--- src/rtl/fetch_stage.sv ---
// Instruction-fetch stage: owns the PC, reads instruction memory combinationally and
// fills the IF/ID register, honouring stall, redirect and HALT.
module fetch_stage #(
    parameter int              PC_W     = 16,
    parameter int              INST_W   = 16,
    parameter logic [PC_W-1:0] RESET_PC = 16'h0000,
    parameter logic [3:0]      HALT_OP  = 4'hF,
    parameter logic [INST_W-1:0] NOP_INST = 16'h0000
) (
    input  logic              clk,
    input  logic              rst,
    input  logic              stopPipe,
    input  logic              selPC,
    input  logic [PC_W-1:0]   branchTarget,
    output logic [PC_W-1:0]   instAddr,
    input  logic [INST_W-1:0] instData,
    output logic [INST_W-1:0] instD,
    output logic [PC_W-1:0]   pcD,
    output logic              validD,
    output logic              halted,
    output logic [1:0]        dbg_state
);

    typedef enum logic [1:0] {
        BOOT = 2'd0,
        RUN  = 2'd1,
        HALT = 2'd2
    } state_t;

    state_t              state, state_nx;
    logic [PC_W-1:0]     pc, pc_nx;
    logic [INST_W-1:0]   inst_nx;
    logic [PC_W-1:0]     pcd_nx;
    logic                valid_nx;
    logic                is_halt;

    assign instAddr  = pc;
    assign halted    = (state == HALT);
    assign dbg_state = state;
    assign is_halt   = (instData[INST_W-1 -: 4] == HALT_OP);

    always_ff @(posedge clk or negedge rst) begin
        if (!rst) begin
            state  <= BOOT;
            pc     <= RESET_PC;
            instD  <= NOP_INST;
            pcD    <= '0;
            validD <= 1'b0;
        end else begin
            state  <= state_nx;
            pc     <= pc_nx;
            instD  <= inst_nx;
            pcD    <= pcd_nx;
            validD <= valid_nx;
        end
    end

    // Redirect beats stall; instData is only sampled in RUN so memory X's never land in IF/ID.
    always_comb begin
        state_nx = state;
        pc_nx    = pc;
        inst_nx  = instD;
        pcd_nx   = pcD;
        valid_nx = validD;
        case (state)
            BOOT: state_nx = RUN;
            RUN: begin
                if (selPC) begin
                    pc_nx    = branchTarget;
                    inst_nx  = NOP_INST;
                    valid_nx = 1'b0;
                end else if (!stopPipe) begin
                    inst_nx  = instData;
                    pcd_nx   = pc;
                    valid_nx = 1'b1;
                    if (is_halt) state_nx = HALT;
                    else         pc_nx    = pc + {{(PC_W-1){1'b0}}, 1'b1};
                end
            end
            HALT: begin
                if (selPC) begin
                    pc_nx    = branchTarget;
                    inst_nx  = NOP_INST;
                    valid_nx = 1'b0;
                    state_nx = RUN;
                end else if (!stopPipe) begin
                    inst_nx  = NOP_INST;
                    valid_nx = 1'b0;
                end
            end
            default: state_nx = BOOT;
        endcase
    end

endmodule

--- config.mk ---
export PLATFORM = sky130hd
export DESIGN_NAME = fetch_stage
export DESIGN_NICKNAME = d
export VERILOG_FILES = /design/src/rtl/fetch_stage.sv
export SDC_FILE = /design/constraint.sdc
export NUM_CORES = 1
export LEC_CHECK = 0
export CORE_UTILIZATION = 50
export CTS_BUF_LIST = sky130_fd_sc_hd__clkbuf_4
export CTS_CLUSTER_DIAMETER = 30
export DETAILED_ROUTE_END_ITERATION = 12
export PLACE_DENSITY = 0.85
export SYNTH_ARGS = -nofsm -noshare
export SYNTH_HDL_FRONTEND = slang
export SYNTH_SLANG_ARGS = --single-unit
--- constraint.sdc ---
create_clock -name clk -period 5.1 [get_ports clk]
set_input_delay 1.02 -clock clk [delete_from_list [all_inputs] [get_ports clk]]
set_output_delay 1.02 -clock clk [all_outputs]
set_load 0.005 [all_outputs]
==> key figures, run 1 <==
Status
  – Status: finished, final reports clean

Die
  – Die Wd: 73.0 um
  – Initial Util: 52.6%
  – I/O Pins: 88
  – Core area: 4790 um^2
  – Die Span Y: roughly 73 um
  – Area of the die: 5320 um^2
  – # rows: 25

Clock network
  – CTS tree: yes
  – CTS resizes: 0
  – Hold Buf Count CTS: 0
  – Longest Clk Path Bufs: 2
  – Post-CTS setup buffers: 0
  – Root Driver: clkbuf_4
  – CTS Sinks: 51
  – Total CTS buffers: 5
  – Worst-Skew Late Latency: 0.37 ns
  – Clk slew on worst S/H paths: 0.13 ns
  – H-tree depth: 2

Worst setup path
  – WP data required: 5.35 ns
  – CP max FO: 20
  – Worst R2R Start: dbg_state[1]
  – Worst setup EP type: flip-flop
  – Setup crit end: instAddr[12]
  – CP Class: input port to flip-flop
  – CP Launch Point: selPC
  – Crit path arrival time: around 3.6 ns
  – Reg2reg end: instD[8]
  – Setup slack, reg-to-reg: 2.81 ns
  – Reg2reg path depth: 5
  – CP Launch Type: input port

Detailed routing
  – Final WL: 6270 um
  – Via Count: 2237
  – Wire per inst: 16.4 um
  – TritonRoute pass-1 iters: 5
  – DRC errors left: 0
  – Iter 0 DRT Violations: 135
  – Vias per cell: 5.87
  – DRT antenna net count: 0

Final layout
  – FF/Latch Area: 1280 um^2
  – Area of the multi-input gates: 1120 um^2
  – Filler Cells Inserted: 345
  – Area growth, synth to finish: 38.0%
  – Nets: 350
  – Post-Layout Cell Count: ~380
  – Share of cells above drive strength 1: 9.87%
  – Antenna cells: 0
  – Design area: 3470 um^2

Power
  – Leakage: 1.43 nW
  – Peak supply drop: a little under 0.2 mV
  – Pwr Density: 310 nW/um^2
  – Switch Pwr: 0.303 mW
  – Net Sw Frac: 28.2%
  – Design Power: 1.08 mW
  – Logic pwr share: a little under 30%
  – Flop pwr share: 49.8%
  – P_int: roughly 0.77 mW
  – Clock Power Share: 20.9%

GRT
  – Vias in the first global route: 2078
  – Global-route wire length before repair: 10200 um
  – Largest net degree at the start of global routing: 52
  – Total gr overflow: 0
  – Initial antenna violation count: 0
  – GR Util All Layers: 24.8%

Timing
  – Setup TNS: 0 ns
  – Measured slew at the worst slew-check pin: 1.12 ns
  – Clk_skew: 0.00761 ns
  – Fmax: between 300 and 400 MHz
  – Slew Limit Fails: 0
  – Final hold violations: 0
  – Slew HR: about a quarter
  – Final setup fails: 0
  – Final worst-path cycle share: around two thirds
  – RSZ-0062 raised after global routing: false
  – Final worst slack: between 1.5 and 2 ns
  – Fin crit period: 3.30 ns

Synth
  – Compound-gate portion of the synthesized area: 19.9%
  – Mapped Area: 2520 um^2
  – Post-synthesis sequential area ratio: around half
  – Ys flop type: dfrtp_1
  – Synth Area in Simple Gates: 16.9%
  – YS warnings: 0
  – Ranking of synthesized cells by instance count: 51 x dfrtp_1, 19 x nand2_1, 11 x a22o_1, 11 x o21ai_0, 10 x buf_2
  – Number of synthesized flops with an enable pin: 0
  – Share of the synthesized area in the top cell type: between 50% and 60%
  – Mux contribution to synthesized area: a little over 7%
  – Largest family of logic cells by synthesized area: compound AO/OA/AOI/OAI gates
  – Area leader, netlist: dfrtp_1
  – Post-synthesis xor/xnor area fraction: 0%
  – Top cells by area, synth: dfrtp_1 51%, mux2_1 4.0%, a22o_1 3.8%
  – Yosys reg bits: 51
  – Ys async rst share: 100%
  – Adder and majority cell fraction of the synthesized area: 0.497%
  – Avg Inst Size Synth: 10.9 um^2
  – Unique cell type count in the Yosys netlist: 51
  – Post-Syn Nets: 269
  – Count leader, synth: dfrtp_1
  – Post-Syn Instances: roughly 230

Placement
  – Placed inst area: 3400 um^2
  – DP HPWL: 4260 um
  – Placed Cells: 373
  – Number of port buffers: 87
  – Place WS: 1.55 ns
  – Final GP Congestion: a little under 0.9

Min path
  – Hold/Removal Path Class: flip-flop to flip-flop

Job
  – Max-cap violation count: 0
==> metal layers <==
metal	wire length, um	track usage [%]
met5	0	0
met4	129	9.37
met3	559	5.39
met2	2740	36.8
met1	2840	35.8
==> power groups by stage <==
stage               clock [mW]  sequential, mW  combinational, mW
floorplan                    0           0.533              0.123
global placement             0           0.541              0.309
detailed placement           0           0.541              0.314
CTS                      0.229           0.534              0.317
global route             0.248           0.545              0.342
finish                   0.225           0.536              0.315
==> per-stage QoR <==
step | utilization [%] | hold WS (ns)
after detailed placement | 71.0 | 0.468
after CTS | 72.6 | 0.498
after global routing | 72.6 | 0.518
after global placement | 71.0 | 0.458
final | 72.6 | 0.495
after floorplan | - | 0.473
==> cell usage in the layout, fill, tap and decap left out, types with 7 or more instances in the layout <==
cell type        synthesis  layout
nand3_1                  9       9
o21ai_0                 11      11
a211oi_1                 7       7
mux2_1                   9       9
a22o_1                  11      11
clkdlybuf4s50_1          0      86
nor2_1                   9       9
a21oi_1                  9       9
dfrtp_1                 51      51
nand2_1                 19      19
mux2_2                   7       7
==> worst max-delay path, cell delays in order <==
cell and delay, ns:
clkdlybuf4s50_1 0.78, nand2b_1 0.35, a22oi_1 0.77, nor2_2 0.24, a211oi_1 0.39
==> state kept, by name, indices dropped and copies added (netlist names) <==
register   cells
validD         1
dbg_state      2
instAddr      16
pcD           16
instD         16
==> cell families after synthesis <==
group / after synthesis
simple gates: 72
flops: 51
mux: 16
fa+ha+maj: 1
compound gates: 70
buf+inv: 22
==> worst min-delay path by stage <==
stage	from	end	slack, ns	cells after the start
6_report	validD	validD	0.49	1
5_1_grt	instD[1]	instD[1]	0.52	2
4_1_cts	validD	validD	0.50	1
3_5_place_dp	validD	validD	0.47	1
3_3_place_gp	validD	validD	0.46	1
2_1_floorplan	instD[15]	instD[15]	0.47	2
==> layout make-up <==
type / instances / area share [%]
tap: 67 / 2.41
inverter: 4 / 0.432
multi-input combinational: 159 / 32.2
sequential: 51 / 36.7
timing repair buffer: 92 / 26.0
clock buffer: 5 / 1.08
clock inverter: 3 / 1.12
No activity file was read; power rests on OpenSTA's default activity.
==> run 2, diff against run 1 <==
--- a/config.mk
+++ b/config.mk
@@ -5,11 +5,11 @@
 export SDC_FILE = /design/constraint.sdc
 export NUM_CORES = 1
 export LEC_CHECK = 0
-export CORE_UTILIZATION = 50
+export CORE_UTILIZATION = 42
 export CTS_BUF_LIST = sky130_fd_sc_hd__clkbuf_4
 export CTS_CLUSTER_DIAMETER = 30
 export DETAILED_ROUTE_END_ITERATION = 12
-export PLACE_DENSITY = 0.85
+export PLACE_DENSITY = 0.76
 export SYNTH_ARGS = -nofsm -noshare
 export SYNTH_HDL_FRONTEND = slang
 export SYNTH_SLANG_ARGS = --single-unit
==> constraint.sdc (replaced) <==
create_clock -name clk -period 2.66 [get_ports clk]
set_input_delay 0.532 -clock clk [delete_from_list [all_inputs] [get_ports clk]]
set_output_delay 0.532 -clock clk [all_outputs]
set_load 0.005 [all_outputs]
==> run 2 against run 1 <==
Setup slack worse by 1.4 ns. Critical path depth decreased by 2. Non-clock buffer count grew 6. Count of clock-buffer cells in the layout did not move. First-iteration DRC count shrank 1.5%. Total power is 83% higher. Largest cell class unchanged. Routed wire length increased by 4.2%. Utilization is 11 points lower. Global-route usage is 2.5 points lower. Sequential power is 92% higher. Sequential share of layout area down 0.22 points.
==> key figures, run 2 (same netlist as run 1, synthesis figures left out) <==
GRT
  – Gr busiest metal: met2
  – Largest net degree at the start of global routing: 32 (-38%)
  – Total gr overflow: 0 (unchanged)
  – Vias in the first global route: 2227 (+7.2%)
  – Met2 Use GR: 34.7% (-2.1 points)
  – Met3 usage: 5.83% (+0.44 points)
  – Routing usage on met1: 30.9% (-4.9 points)
  – Initial antenna violation count: 0 (unchanged)
  – GR Util All Layers: 22.4% (-2.5 points)
  – Global-route wire length before repair: 11000 um (+8.5%)

Worst setup path
  – Worst path max stage delay: 0.58 ns (-0.20 ns)
  – Setup slack, reg-to-reg: 0.83 ns (-1.98 ns)
  – Reg2reg end: instAddr[3]
  – Crit-path cells: nand2b_1, inv_1, clkdlybuf4s50_1
  – Largest delay share family, worst path: buffers and inverters
  – Crit path arrival time: 1.74 ns (-1.81 ns)
  – Worst setup EP type: primary output
  – CP max FO: 10 (-50%)
  – Levels on crit path: 3 (-2)
  – Reg2reg path depth: 4 (-1)
  – CP Launch Type: flip-flop
  – WP data required: 2.13 ns (-3.22 ns)
  – Worst R2R Start: dbg_state[1]
  – Slowest library cell on the worst path: dfrtp_1
  – Crit path buffers/inverters: 2 (+1)
  – CP Class: flip-flop to primary output

Clock network
  – CTS resizes: 0 (unchanged)
  – CTS tree: yes
  – Root Driver: clkbuf_4
  – Post-CTS setup buffers: 0 (unchanged)
  – Worst-Skew Late Latency: 0.36 ns (about the same)
  – H-tree depth: 2 (unchanged)
  – CTS Sinks: 51 (unchanged)
  – Clk slew on worst S/H paths: 0.15 ns (+0.02 ns)
  – Longest Clk Path Bufs: 2 (unchanged)
  – Total CTS buffers: 5 (unchanged)
  – Hold Buf Count CTS: 0 (unchanged)

Placement
  – Number of port buffers: 87 (unchanged)
  – Placed inst area: 3450 um^2 (+1.5%)
  – DP HPWL: 4720 um (+11%)
  – Place WS: 0.216 ns (-1.34 ns)
  – Final GP Congestion: 0.830 (-6.8%)

Timing
  – Final worst slack: 0.384 ns (-1.41 ns)
  – Final setup fails: 0 (unchanged)
  – Slew Limit Fails: 0 (unchanged)
  – Measured slew at the worst slew-check pin: 0.579 ns (-0.544 ns)
  – Clk_skew: 0.0160 ns (+0.00836 ns)
  – Fmax: 439 MHz
  – Final worst-path cycle share: a little under nine tenths
  – RSZ-0062 raised after global routing: false
  – Final hold violations: 0 (unchanged)
  – Slew HR: 61.4% (+37 points)
  – Fin crit period: 2.28 ns
  – Setup TNS: 0 ns (unchanged)

Power
  – Design Power: 1.97 mW (+83%)
  – Pwr Density: 563 nW/um^2 (+82%)
  – Leakage: 1.44 nW (+0.98%)
  – Peak supply drop: 0.319 mV (+61%)

Detailed routing
  – DRC errors left: 0 (unchanged)
  – Final WL: 6530 um (+4.2%)
  – Via Count: 2210 (-1.2%)
  – DRT antenna net count: 0 (unchanged)
  – TritonRoute pass-1 iters: 4 (-1)
  – Wire per inst: 16.7 um (+1.5%)
  – Iter 0 DRT Violations: 133 (-1.5%)
  – Vias per cell: 5.65 (-3.7%)

Final layout
  – Design area: 3500 um^2 (+0.61%)
  – Filler Cells Inserted: 488 (+41%)
  – Nets: 356 (+1.7%)
  – Share of cells above drive strength 1: 11.3% (+1.4 points)
  – Most frequent cells in the layout: 86 x clkdlybuf4s50_1, 51 x dfrtp_1, 19 x nand2_1
  – Final core occ: 62.0% (-11 points)
  – Antenna cells: 0 (unchanged)
  – Area growth, synth to finish: 38.9%
  – Commonest non-fill, non-tap cell in the layout: clkdlybuf4s50_1

Die
  – Area of the die: 6310 um^2 (+19%)
  – Initial Util: 44.6% (-8.0 points)
  – I/O Pins: 88 (unchanged)
  – Core area: 5640 um^2 (+18%)
  – Die Span Y: 79.4 um (+8.9%)
  – Die Wd: 79.4 um (+8.9%)
  – # rows: 27 (+8.0%)

Status
  – Status: finished, final reports clean

Min path
  – Hold/Removal Path Class: input port to async pin

Job
  – Max-cap violation count: 0 (unchanged)
[run 2: cell types whose count changed in the layout (fill, tap and decap cells not counted), sizes merged]
| cell | change |
|---|---|
| bufinv | -1 |
| buf | +6 |
[run 2: through the flow]
step                      std cells  hold WS, ns
final                           391       0.0896
after floorplan                 232        0.236
after global placement          384        0.462
after CTS                       391       0.0982
after detailed placement        384        0.477
after global routing            391        0.104
[run 2: routing by layer]
metal  up-vias  share of wire, %
li1       1056                 -
met1      1042                45
met2       105                46
met3         7               7.8
met4         0               1.1
met5         -                 0
[run 2: power by group]
group	switching [mW]	internal, mW	total [mW]
logic	0.219	0.390	0.609
clock network	0.237	0.0944	0.331
registers	0.125	0.903	1.03
[run 2: final cells by class]
class	instances	area (um^2)	area share (%)
multi-input combinational	159	1120	32.0
clock buffer	5	37.5	1.07
timing repair buffer	98	948	27.1
tap	72	90.1	2.58
clock inverter	2	8.76	0.251
sequential	51	1280	36.5
inverter	4	15.0	0.429
[run 2: worst reg2reg max path: cells and delay by family, from the launching register on]
family / cells / cell delay (ns)
compound gates: 2 / 0.82
flops: 1 / 0.58
simple gates: 2 / 0.33
[run 2: worst max-delay path by stage]
stage                       startpoint            to  slack [ns]
final                     dbg_state[1]        halted        0.38
after floorplan                  selPC        pcD[9]        0.85
after CTS                 dbg_state[1]        halted        0.37
after global routing      dbg_state[1]        halted        0.28
after detailed placement         selPC  instAddr[11]        0.22
after global placement           selPC   instAddr[3]        0.26
